$ cat config.mk
export PLATFORM = sky130hd
export DESIGN_NAME = instr_fetch
export DESIGN_NICKNAME = d
export VERILOG_FILES = /design/src/rtl/instr_fetch.sv
export SDC_FILE = /design/constraint.sdc
export NUM_CORES = 1
export LEC_CHECK = 0
export CAP_MARGIN = 0
export CORE_MARGIN = 2
export CORE_UTILIZATION = 38
export DETAILED_ROUTE_END_ITERATION = 16
export PLACE_DENSITY_LB_ADDON = 0.25
export SETUP_SLACK_MARGIN = 0.3
export SYNTH_ARGS = -nofsm -noshare
export SYNTH_HDL_FRONTEND = slang
export SYNTH_SLANG_ARGS = --single-unit
$ cat constraint.sdc
create_clock -name clk -period 13.3 [get_ports clk]
set_input_delay 1.33 -clock clk [delete_from_list [all_inputs] [get_ports clk]]
set_output_delay 1.33 -clock clk [all_outputs]
set_load 0.005 [all_outputs]
$ cat src/rtl/instr_fetch.sv
// instr_fetch: fetch PC, one-cycle synchronous instruction memory interface,
// same-cycle branch predictor lookup, and a small FIFO feeding decode.
module instr_fetch #(
    parameter int               WIDTH    = 31,
    parameter int               INDEX    = 7,
    parameter int               DEPTH    = 4,
    parameter logic [WIDTH:0]   RESET_PC = '0
) (
    input  logic             clk,
    input  logic             globalResetN,
    input  logic             commitRedirect,
    input  logic [WIDTH:0]   commitTarget,
    input  logic             earlyMisdirect,
    input  logic             freeze,
    input  logic             predTaken,
    input  logic [WIDTH:0]   predTarget,
    input  logic [INDEX:0]   predGHRIndex,
    input  logic [1:0]       predPHTState,
    input  logic [WIDTH:0]   imemData,
    output logic [WIDTH:0]   imemAddr,
    output logic             imemRead,
    output logic [WIDTH:0]   instruction,
    output logic [WIDTH:0]   instrPC,
    output logic [WIDTH:0]   predictedPCF,
    output logic [INDEX:0]   GHRIndex,
    output logic [1:0]       PHTState,
    output logic             redirect,
    output logic             fetchValid
);

    localparam int PTRW = (DEPTH > 1) ? $clog2(DEPTH) : 1;
    localparam int CNTW = $clog2(DEPTH + 1);

    localparam logic [WIDTH:0] PC_STEP = (WIDTH + 1)'(4);
    localparam logic [WIDTH:0] NOP     = (WIDTH + 1)'(32'h0000_0013);

    // Prediction metadata carried along with every fetched word
    typedef struct packed {
        logic [WIDTH:0] pc;
        logic           taken;
        logic [WIDTH:0] target;
        logic [INDEX:0] ghr;
        logic [1:0]     pht;
    } meta_t;

    typedef struct packed {
        logic [WIDTH:0] word;
        meta_t          meta;
    } entry_t;

    logic [WIDTH:0]  fpc_q, fpc_d;
    logic            slotValid_q, slotValid_d;
    meta_t           slotMeta_q, slotMeta_d;
    logic [PTRW-1:0] wrPtr_q, wrPtr_d;
    logic [PTRW-1:0] rdPtr_q, rdPtr_d;
    logic [CNTW-1:0] count_q, count_d;
    entry_t          fifoMem_q [DEPTH];

    entry_t          headEntry;
    entry_t          newEntry;
    logic [CNTW:0]   occupancy;
    logic            emFlush;
    logic            flush;
    logic            issue;
    logic            push;
    logic            pop;

    // Cycle decisions: flush sources, issue gating on total occupancy, FIFO push/pop
    always_comb begin
        headEntry  = fifoMem_q[rdPtr_q];
        fetchValid = (count_q != '0);
        emFlush    = earlyMisdirect & fetchValid;
        flush      = commitRedirect | emFlush;
        occupancy  = {1'b0, count_q} + {{CNTW{1'b0}}, slotValid_q};
        issue      = globalResetN & ~flush & (occupancy < (CNTW + 1)'(DEPTH));
        push       = slotValid_q & ~flush;
        pop        = fetchValid & ~freeze & ~flush;
        newEntry   = '{word: imemData, meta: slotMeta_q};
        imemRead   = issue;
        imemAddr   = fpc_q;
    end

    // Next-state for fetch PC, in-flight slot and FIFO pointers
    always_comb begin
        fpc_d       = fpc_q;
        slotValid_d = issue;
        slotMeta_d  = slotMeta_q;
        wrPtr_d     = wrPtr_q;
        rdPtr_d     = rdPtr_q;
        count_d     = count_q;

        if (commitRedirect) begin
            fpc_d = commitTarget;
        end else if (emFlush) begin
            fpc_d = headEntry.meta.pc + PC_STEP;
        end else if (issue) begin
            fpc_d = predTaken ? predTarget : fpc_q + PC_STEP;
        end

        if (issue) begin
            slotMeta_d = '{pc: fpc_q, taken: predTaken, target: predTarget,
                           ghr: predGHRIndex, pht: predPHTState};
        end

        if (flush) begin
            wrPtr_d = '0;
            rdPtr_d = '0;
            count_d = '0;
        end else begin
            if (push) begin
                wrPtr_d = wrPtr_q + PTRW'(1);
            end
            if (pop) begin
                rdPtr_d = rdPtr_q + PTRW'(1);
            end
            case ({push, pop})
                2'b10:   count_d = count_q + CNTW'(1);
                2'b01:   count_d = count_q - CNTW'(1);
                default: count_d = count_q;
            endcase
        end
    end

    // Control state register with synchronous active-low reset
    always_ff @(posedge clk) begin
        if (!globalResetN) begin
            fpc_q       <= RESET_PC;
            slotValid_q <= 1'b0;
            slotMeta_q  <= '0;
            wrPtr_q     <= '0;
            rdPtr_q     <= '0;
            count_q     <= '0;
        end else begin
            fpc_q       <= fpc_d;
            slotValid_q <= slotValid_d;
            slotMeta_q  <= slotMeta_d;
            wrPtr_q     <= wrPtr_d;
            rdPtr_q     <= rdPtr_d;
            count_q     <= count_d;
        end
    end

    // FIFO storage; contents need no reset because count gates visibility
    always_ff @(posedge clk) begin
        if (globalResetN && push) begin
            fifoMem_q[wrPtr_q] <= newEntry;
        end
    end

    // Head fields presented to decode, with a NOP bubble when empty
    always_comb begin
        instruction  = NOP;
        instrPC      = '0;
        predictedPCF = '0;
        GHRIndex     = '0;
        PHTState     = '0;
        redirect     = 1'b0;
        if (fetchValid) begin
            instruction  = headEntry.word;
            instrPC      = headEntry.meta.pc;
            predictedPCF = headEntry.meta.taken ? headEntry.meta.target
                                                : headEntry.meta.pc + PC_STEP;
            GHRIndex     = headEntry.meta.ghr;
            PHTState     = headEntry.meta.pht;
            redirect     = headEntry.meta.taken;
        end
    end

endmodule
==> qor.yml, run 1 <==
clock_network:
  clock_latency_ns: 0.62
  cts-root-buf: "clkbuf_16"
  clk_pin_slew_ns: 0.06
  cts.sinks: 545
  cts_tree: "built"
  cts_buffers: 55
  post-cts-setup-buffers: 0
  postCtsHoldBufs: 0
  cts_resized: 0
  htreeDepth: 2
  cts_buffer_depth: 3
sta:
  grt_setup_unrepaired: "no"
  setup_viol: 0
  post-route-period-util: 0.545
  fmax_mhz: 138
  drv_slew: 0
  finalHoldViolations: 0
  period_needed_ns: 7.25
  fin_skew_ns: 0.0346
  slew_headroom: 0.208
  worst_pin_slew_ns: 1.18
  tns_ns: 0
power:
  irDropWorstVdd_uv: 101
  swShare: 0.212
  combinationalPowerShare: 0.050
  power_frac_seq: 0.514
  switching_power_mw: 0.787
  p_per_area_nw_per_um2: 134
  p_leak_nw: 8.98
  p_int_mw: 2.93
  p_clk_frac: 0.435
layout:
  finalNetCount: 1883
  area_growth_syn_to_layout_pct: 22.8
  layout-drive-gt1-share: 0.130
  post-route-util: 0.471
  diodes: 0
critical_path:
  crit_required_ns: 11.97
  critPathLaunchType: "flip-flop"
  cp_data_arrival_time_ns: 5.92
  cp_slowest_cell: "buf_4"
  ff2ff_path_depth: 8
  cpMostUsedCell: "buf_4"
  path_cells: "buf_4 -> buf_4 -> mux4_1 -> nand4_2 -> nor4_4 -> nand2_1 -> xor2_1 -> a211oi_1 -> clkdlybuf4s50_1"
  slowest_delay_ns: 0.83
  worstSetupEndpointType: "output pin"
  r2r_setup_slack_ns: 8.60
  crit_fanout: 45
  critical_path_class: "reg -> out"
  r2r_end: "imemAddr[22]$_SDFFE_PN0P_"
yosys:
  yosysWarningCount: 0
  synth_nets: 1650
  syn_area_per_cell_um2: 14.8
  synth_edf_count: 428
  synth_ff_type: "edfxtp_1"
  syn_area_um2: 22600
  syn_inst: 1530
  ys_ff_latch: 545
  synth.yosys.seq_area_share: 0.673
  async_reset_ff_frac: 0
  synth.distinct_cells: 65
worst_hold_path:
  hp-class: "reg -> reg"
  min_from: "imemAddr[1]$_SDFFE_PN0P_"
  hold_depth: 2
  hold_end: "newEntry[44]$_SDFFE_PN0P_"
placement:
  gp_congestion: 0.844
  dpl.hpwl_um: 41100
  io_buffers: 252
route:
  drc_errors: 0
  first_pass_iters: 5
  drtIter0Drc: 1301
  ant_nets: 0
  postRouteWirelength_um: 63700
  num_vias: 14200
  avgRoutedWirePerCell_um: 24.7
  routed_via_density: 5.51
grt:
  grt_pass1_wl_um: 92600
  grt_max_degree: 85
  grt_overflow: 0
  grt_usage: 0.206
  grt_pass1_vias: 14100
  antenna_found_initial: 0
floorplan:
  initial_core_util: 0.383
  io_pins: 253
  chipHeight_um: 248
  die_width_um: 248
  die-area_um2: 61400
  coreArea_um2: 58900
  row_count: 89
flow_run:
  drv_cap: 0
status:
  status: "completed"
[flip-flops by register name (all words and copies together), names as in the netlist, named ones only]
register,flops
count_q,3
fifoMem_q,428
imemAddr,32
newEntry,75
rdPtr_q,2
slotValid_q,1
wrPtr_q,2
[metrics by stage]
stage / power (mW) / hold slack (ns) / worst slack (ns) / instance area [um2] / std cells
after floorplan: 2.01 / 0.460 / 8.43 / 22600 / 1530
after global placement: 2.13 / 0.473 / 6.67 / 25800 / 2479
after detailed placement: 2.13 / 0.485 / 6.62 / 25800 / 2479
after CTS: 3.74 / 0.495 / 5.97 / 27700 / 2583
after global routing: 3.82 / 0.515 / 5.73 / 27700 / 2583
final: 3.71 / 0.491 / 6.05 / 27700 / 2583
[metal layers]
metal | vias up | GRT usage | part of all wire
li1 | 6349 | - | -
met1 | 7127 | 0.285 | 0.42
met2 | 650 | 0.328 | 0.47
met3 | 112 | 0.0381 | 0.084
met4 | 0 | 0.0720 | 0.029
met5 | - | 0 | 0
[Yosys cell counts, types with 5 or more instances]
cell type | n | area (um2)
a31oi_1 | 5 | 31.3
o211ai_1 | 8 | 60.1
o21ai_0 | 114 | 571
o22ai_1 | 6 | 37.5
nor3_1 | 15 | 75.1
o221ai_1 | 7 | 61.3
nand2_1 | 196 | 736
mux2i_1 | 18 | 180
edfxtp_1 | 428 | 12900
a211oi_1 | 20 | 150
and3_1 | 15 | 93.8
mux4_2 | 94 | 2120
nand4_1 | 15 | 93.8
ha_1 | 7 | 87.6
nand3_1 | 33 | 165
o31ai_1 | 5 | 37.5
clkbuf_1 | 63 | 236
nand2b_1 | 5 | 31.3
a221oi_1 | 11 | 96.3
buf_2 | 25 | 125
and2_1 | 72 | 450
dfxtp_1 | 117 | 2340
mux4_1 | 10 | 263
and4_1 | 5 | 43.8
nor2_1 | 59 | 221
nor4_1 | 9 | 56.3
inv_1 | 13 | 48.8
a21oi_1 | 33 | 165
or4_1 | 5 | 37.5
o221a_2 | 5 | 56.3
xnor2_1 | 24 | 210
or2_2 | 6 | 37.5
xor2_1 | 29 | 254
[area by class of cell]
class	instances	area, um2
sequential	545	15200
fill	5173	31200
inverter	16	62.6
timing repair buffer	271	2660
multi-input combinational	874	6940
clock buffer	76	1510
tap	773	967
clock inverter	28	397
[worst max-delay path, delay by kind of cell, from the launching register on]
family / cells / cell delay, ns
AO/OA/AOI/OAI: 1 / 0.46
XOR/XNOR: 1 / 0.18
buffers and inverters: 3 / 2.12
flip-flops: 1 / 0.79
multiplexers: 1 / 0.58
AND/OR/NAND/NOR: 3 / 1.05
[kinds of logic after synthesis]
| logic type | synth area share |
|---|---|
| buffers and inverters | 0.0219 |
| muxes | 0.115 |
| AOI/OAI and AO/OA | 0.0668 |
| adders and majority gates | 0.00477 |
| DFF | 0.673 |
| xor gates and xnor gates | 0.0206 |
| and+or+nand+nor | 0.0975 |
[power groups by stage]
stage	Sequential (mW)	Clock [mW]	Combinational (mW)
after floorplan	1.93	0	0.0820
after global placement	1.94	0	0.185
after detailed placement	1.95	0	0.186
after CTS	1.91	1.65	0.187
after global routing	1.91	1.71	0.200
final	1.91	1.62	0.187
[layout by cell type, fill, tap and decap left out, types with 13 or more instances in the layout]
cell type        netlist  final
nor2_1                59     59
clkbuf_1              63     17
a211oi_1              20     20
and2_1                72     72
a21oi_1               33     33
edfxtp_1             428    428
dfxtp_1              117    115
buf_4                  2     20
clkbuf_16              0     56
xor2_1                29     29
nand4_1               15     15
clkdlybuf4s50_1        0    251
mux4_2                94     94
inv_1                 13     13
mux2i_1               18     18
o21ai_0              114    114
nor3_1                15     14
xnor2_1               24     24
nand3_1               33     33
nand2_1              196    196
[worst max path at each step]
stage | slack (ns) | end | depth (start not counted) | from
after floorplan | 8.43 | fifoMem_q[0][0]$_DFFE_PP_ | 4 | earlyMisdirect
after global placement | 6.67 | predictedPCF[24] | 9 | flip-flop
after detailed placement | 6.62 | predictedPCF[26] | 9 | flip-flop
after CTS | 5.97 | predictedPCF[26] | 9 | flip-flop
after global routing | 5.73 | predictedPCF[26] | 9 | flip-flop
final | 6.05 | predictedPCF[26] | 9 | flip-flop
No activity file was read; power rests on OpenSTA's default activity.
==> inputs of run 2 (changes only) <==
clock period = 7.4 ns   (was 13.3 ns; I/O delays follow)
==> qor.yml, run 2 (synthesis results as in run 1) <==
critical_path:
  cp_slowest_cell: "dfxtp_4"
  ff2ff_path_depth: 9  # +1
  r2r_end: "imemAddr[1]$_SDFFE_PN0P_"
  critical_path_class: "reg -> out"
  crit_required_ns: 6.66  # -5.31 ns
  r2r_start: "count_q[2]$_SDFFE_PN0P_"
  worstSetupEndpointType: "output pin"
  path_cells: "buf_4 -> mux4_1 -> and4_1 -> nand3_1 -> or4_1 -> xnor2_1 -> a21oi_1 -> clkdlybuf4s50_1"
  slowest_delay_ns: 0.79  # -0.04 ns
  cp_num_buf_inv: 2  # -1
  cp_data_arrival_time_ns: 4.79  # -1.13 ns
  crit_family: "buffers and inverters"
  r2r_setup_slack_ns: 3.34  # -5.26 ns
  critPathLaunchType: "flip-flop"
  crit_fanout: 33  # -27%
worst_hold_path:
  hold_end: "newEntry[50]$_SDFFE_PN0P_"
  min_from: "newEntry[50]$_SDFFE_PN0P_"
  hp-class: "reg -> reg"
  hold_depth: 2  # unchanged
clock_network:
  postCtsHoldBufs: 0  # unchanged
  htreeDepth: 2  # unchanged
  clock_latency_ns: 0.61  # about the same
  cts_buffers: 56  # +1.8%
  clk_pin_slew_ns: 0.06  # about the same
  cts.sinks: 545  # unchanged
  cts_tree: "built"
  post-cts-setup-buffers: 0  # unchanged
  cts-root-buf: "clkbuf_16"
  cts_buffer_depth: 3  # unchanged
  cts_resized: 0  # unchanged
route:
  drtIter0Drc: 1311  # +0.77%
  postRouteWirelength_um: 64000  # +0.44%
  num_vias: 14400  # +0.86%
  routed_via_density: 5.54  # +0.59%
  ant_nets: 0  # unchanged
  first_pass_iters: 7  # +2
  avgRoutedWirePerCell_um: 24.7  # +0.17%
  drc_errors: 0  # unchanged
placement:
  gp_congestion: 0.848  # +0.46%
  dp.cells: 2486  # +0.28%
  dpl.hpwl_um: 41300  # +0.41%
  io_buffers: 252  # unchanged
sta:
  drv_slew: 0  # unchanged
  grt_setup_unrepaired: "no"
  period_needed_ns: 5.53
  worst_pin_slew_ns: 1.08  # -0.103 ns
  setup_viol: 0  # unchanged
  post-route-period-util: 0.747
  fin_skew_ns: 0.0207  # -0.0139 ns
  tns_ns: 0  # unchanged
  slew_headroom: 0.280  # +0.0716
  hold_ws_ns: 0.496  # +0.00459 ns
  finalHoldViolations: 0  # unchanged
  fmax_mhz: 181
power:
  irDropWorstVdd_uv: 192  # +91%
  power_frac_seq: 0.523  # +0.009
  p_per_area_nw_per_um2: 237  # +77%
  swShare: 0.215  # +0.00301
  p_clk_frac: 0.426  # -0.009
  totalPowerFinal_mw: 6.57  # +77%
  switching_power_mw: 1.41  # +79%
  p_int_mw: 5.15  # +76%
  p_leak_nw: 8.98  # about the same
  combinationalPowerShare: 0.051  # about the same
grt:
  use_met2: 0.327  # -0.00131
  grt_usage: 0.207  # about the same
  grt_max_degree: 91  # +7.1%
  antenna_found_initial: 0  # unchanged
  grt_pass1_wl_um: 92900  # +0.41%
  use_met3: 0.0374  # -0.000649
  grt_pass1_vias: 14200  # +0.86%
  busiest_layer: "met2"
  grt_overflow: 0  # unchanged
  use_met1: 0.282  # -0.00354
layout:
  instances_no_fill: 2590  # +0.27%
  area_growth_syn_to_layout_pct: 22.8  # about the same
  fillers: 5138  # -0.68%
  layout-drive-gt1-share: 0.130  # -0.000502
  mostFrequentLayoutCells: "edfxtp_1, clkdlybuf4s50_1, nand2_1"
  multi_input_area_um2: 6940  # unchanged
  post-route-util: 0.471  # about the same
  finalNetCount: 1891  # +0.42%
  seq_area_um2: 15200  # unchanged
  largest_register_ffs: 428  # unchanged
  top_register: "fifoMem_q"
  diodes: 0  # unchanged
  mostFrequentLayoutCell: "edfxtp_1"
status:
  status: "completed"
floorplan:
  die-area_um2: 61400  # unchanged
  chipHeight_um: 248  # unchanged
  initial_core_util: 0.383  # unchanged
  row_count: 89  # unchanged
  die_width_um: 248  # unchanged
  io_pins: 253  # unchanged
  coreArea_um2: 58900  # unchanged
flow_run:
  drv_cap: 0  # unchanged
run 2: changes by cell type in the layout (fill, tap and decap cells not counted):
cell        delta
bufinv_16      -6
inv_6          -1
clkinv_4       -2
buf_4          +7
clkbuf_1       -1
clkinv_1       +8
clkinv_2       -6
clkbuf_8       +7
clkinvlp_4     -1
clkbuf_16      +2
run 2: final cells by class:
type	instances	area share
multi-input combinational	874	0.250
clock buffer	84	0.0595
inverter	16	0.00226
timing repair buffer	278	0.0980
clock inverter	20	0.00659
sequential	545	0.548
tap	773	0.0349
run 2: worst max-delay path by stage:
stage	to	start	depth (start not counted)
finish	predictedPCF[30]	flip-flop	8
global route	predictedPCF[30]	flip-flop	8
CTS	predictedPCF[30]	flip-flop	8
detailed placement	predictedPCF[30]	flip-flop	8
global placement	predictedPCF[30]	flip-flop	8
floorplan	fifoMem_q[0][0]$_DFFE_PP_	count_q[0]$_SDFFE_PN0P_	5
run 2: per-layer routing:
metal | share of wire | wire, um | up-vias
met5 | 0 | 0 | -
met4 | 0.041 | 2640 | 0
met3 | 0.076 | 4850 | 130
met2 | 0.46 | 29500 | 635
met1 | 0.42 | 27000 | 7240
li1 | - | - | 6356
run 2: stage by stage:
stage                     setup slack [ns]  cell area [um2]
after floorplan                       3.09            22600
after global placement                2.47            25900
after detailed placement              2.49            25900
after CTS                             1.80            27700
after global routing                  1.61            27700
final                                 1.87            27700
run 2: tightest hold or removal path: stages (launching register included):
cell and delay, ns:
dfxtp_1 0.33, nand2_1 0.06, o21ai_0 0.06
run 2: power by group through the flow:
stage               Sequential [mW]  Combinational [mW]  Clock (mW)
finish                         3.43               0.336        2.79
floorplan                      3.47               0.147           0
global route                   3.44               0.360        2.96
detailed placement             3.50               0.334           0
global placement               3.49               0.331           0
CTS                            3.43               0.335        2.85
==> inputs of run 3 (changes only) <==
clock period = 4.45 ns   (was 7.4 ns; I/O delays follow)
==> qor.yml, run 3 (synthesis results as in run 1) <==
sta:
  worst_pin_slew_ns: 1.19  # +0.108 ns
  setup_viol: 0  # unchanged
  hold_ws_ns: 0.276  # -0.220 ns
  drv_slew: 0  # unchanged
  post-route-period-util: 0.918
  fmax_mhz: 245
  period_needed_ns: 4.08
  finalHoldViolations: 0  # unchanged
  grt_setup_unrepaired: "no"
  slew_headroom: 0.204  # -0.0752
  tns_ns: 0  # unchanged
  fin_skew_ns: 0.0400  # +0.0193 ns
status:
  status: "completed"
route:
  routed_via_density: 5.46  # -1.5%
  avgRoutedWirePerCell_um: 24.7  # about the same
  num_vias: 14400  # +0.38%
  ant_nets: 0  # unchanged
  drc_errors: 0  # unchanged
  drtIter0Drc: 1337  # +2.0%
  first_pass_iters: 7  # unchanged
  postRouteWirelength_um: 65200  # +1.8%
flow_run:
  drv_cap: 0  # unchanged
critical_path:
  crit_required_ns: 4.01  # -2.65 ns
  slowest_delay_ns: 0.56  # -0.23 ns
  cp_slowest_cell: "or4_4"
  cp_data_arrival_time_ns: 3.64  # -1.15 ns
  cp_num_buf_inv: 3  # +1
  r2r_setup_slack_ns: 1.65  # -1.69 ns
  path_cells: "buf_12 -> mux4_2 -> ha_1 -> buf_4 -> and3_1 -> nand2_1 -> or4_4 -> xnor2_4 -> a21oi_2 -> clkdlybuf4s50_1"
  critPathLaunchType: "flip-flop"
  crit_family: "simple AND/OR/NAND/NOR gates"
  crit_fanout: 9  # -73%
  critical_path_class: "reg -> out"
  worstSetupEndpointType: "output pin"
layout:
  finalNetCount: 1939  # +2.5%
  post-route-util: 0.482  # +0.0110
  top_register: "fifoMem_q"
  mostFrequentLayoutCells: "edfxtp_1, clkdlybuf4s50_1, nand2_1"
  area_growth_syn_to_layout_pct: 25.6
  finish.instance_area_um2: 28400  # +2.3%
  mostFrequentLayoutCell: "edfxtp_1"
  largest_register_ffs: 428  # unchanged
  diodes: 0  # unchanged
  layout-drive-gt1-share: 0.170  # +0.0401
placement:
  placed_area_um2: 26300  # +1.6%
  dpl.hpwl_um: 43400  # +5.2%
  gp_congestion: 0.851  # +0.45%
  io_buffers: 252  # unchanged
power:
  power_frac_seq: 0.519  # -0.004
  p_int_mw: 8.62  # +67%
  combinationalPowerShare: 0.052  # about the same
  switching_power_mw: 2.39  # +69%
  totalPowerFinal_mw: 11.0  # +68%
  p_leak_nw: 9.30  # +3.5%
  p_clk_frac: 0.429  # +0.003
  irDropWorstVdd_uv: 282  # +47%
  swShare: 0.217  # +0.00189
  p_per_area_nw_per_um2: 388  # +64%
floorplan:
  row_count: 89  # unchanged
  die_width_um: 248  # unchanged
  io_pins: 253  # unchanged
  coreArea_um2: 58900  # unchanged
  chipHeight_um: 248  # unchanged
  die-area_um2: 61400  # unchanged
  initial_core_util: 0.383  # unchanged
clock_network:
  postCtsHoldBufs: 0  # unchanged
  clk_pin_slew_ns: 0.06  # about the same
  clock_latency_ns: 0.63  # +0.02 ns
  cts-root-buf: "clkbuf_16"
  cts_tree: "built"
  cts.sinks: 545  # unchanged
  cts_buffer_depth: 3  # unchanged
  htreeDepth: 2  # unchanged
  cts_buffers: 56  # unchanged
grt:
  antenna_found_initial: 1  # +1
  grt_pass1_vias: 14500  # +2.0%
  grt_max_degree: 54  # -41%
  grt_overflow: 0  # unchanged
  grt_pass1_wl_um: 94800  # +2.0%
  grt_usage: 0.212  # +0.00540
worst_hold_path:
  hp-class: "in -> reg"
==> run 3: cell count changes in the layout (fill, tap and decap cells not counted), sizes merged <==
cell,previous run,this run
buf,27,75
clkbuf,84,75
clkinv,15,21
inv,16,19
bufinv,3,5
clkinvlp,2,0
==> run 3: timing repair <==
action	4_1_cts	5_1_grt
cloned	0	0
buffers inserted	8	2
gates resized for setup	12	15
pin swaps	2	1
endpoints found under the setup margin	26	16
==> run 3: worst paths after layout <==
kind,start,endpoint,cells past startpoint
worst min-delay path,globalResetN,imemAddr[2]$_SDFFE_PN0P_,4
worst max-delay path,flip-flop,predictedPCF[30],10
worst min register to register,imemAddr[0]$_SDFFE_PN0P_,newEntry[43]$_SDFFE_PN0P_,2
worst max register to register,slotValid_q$_SDFF_PN0_,imemAddr[15]$_SDFFE_PN0P_,5
==> run 3: worst min-delay path: cells and delay by family <==
kind / cells / cell delay, ns
AO/OA/AOI/OAI: 1 / 0.05
buffers and inverters: 3 / 0.34
==> run 3: layout make-up <==
type / count / area (um2)
multi-input combinational: 874 / 7010
clock inverter: 29 / 287
tap: 773 / 967
clock buffer: 75 / 1560
timing repair buffer: 326 / 3270
fill: 5095 / 30500
sequential: 545 / 15200
inverter: 16 / 62.6
==> run 3: power by group through the flow <==
stage          clock (mW)  combinational (mW)  sequential [mW]
3_3_place_gp            0               0.563             5.81
2_1_floorplan           0               0.245             5.77
5_1_grt              4.98               0.617             5.72
4_1_cts              4.82               0.574             5.71
6_report             4.72               0.575             5.71
3_5_place_dp            0               0.569             5.82
==> run 3: layer usage <==
| layer | up-vias | GRT usage | wire, um |
|---|---|---|---|
| li1 | 6453 | - | - |
| met1 | 7186 | 0.280 | 26300 |
| met2 | 624 | 0.338 | 30600 |
| met3 | 152 | 0.0426 | 5220 |
| met4 | 0 | 0.0974 | 3040 |
| met5 | - | 0 | 0 |
==> run 3: per-stage QoR <==
| stage | cells | setup WS [ns] |
|---|---|---|
| finish | 2638 | 0.365 |
| global route | 2638 | 0.262 |
| CTS | 2636 | 0.293 |
| detailed placement | 2524 | 0.481 |
| global placement | 2524 | 0.478 |
| floorplan | 1530 | 1.35 |
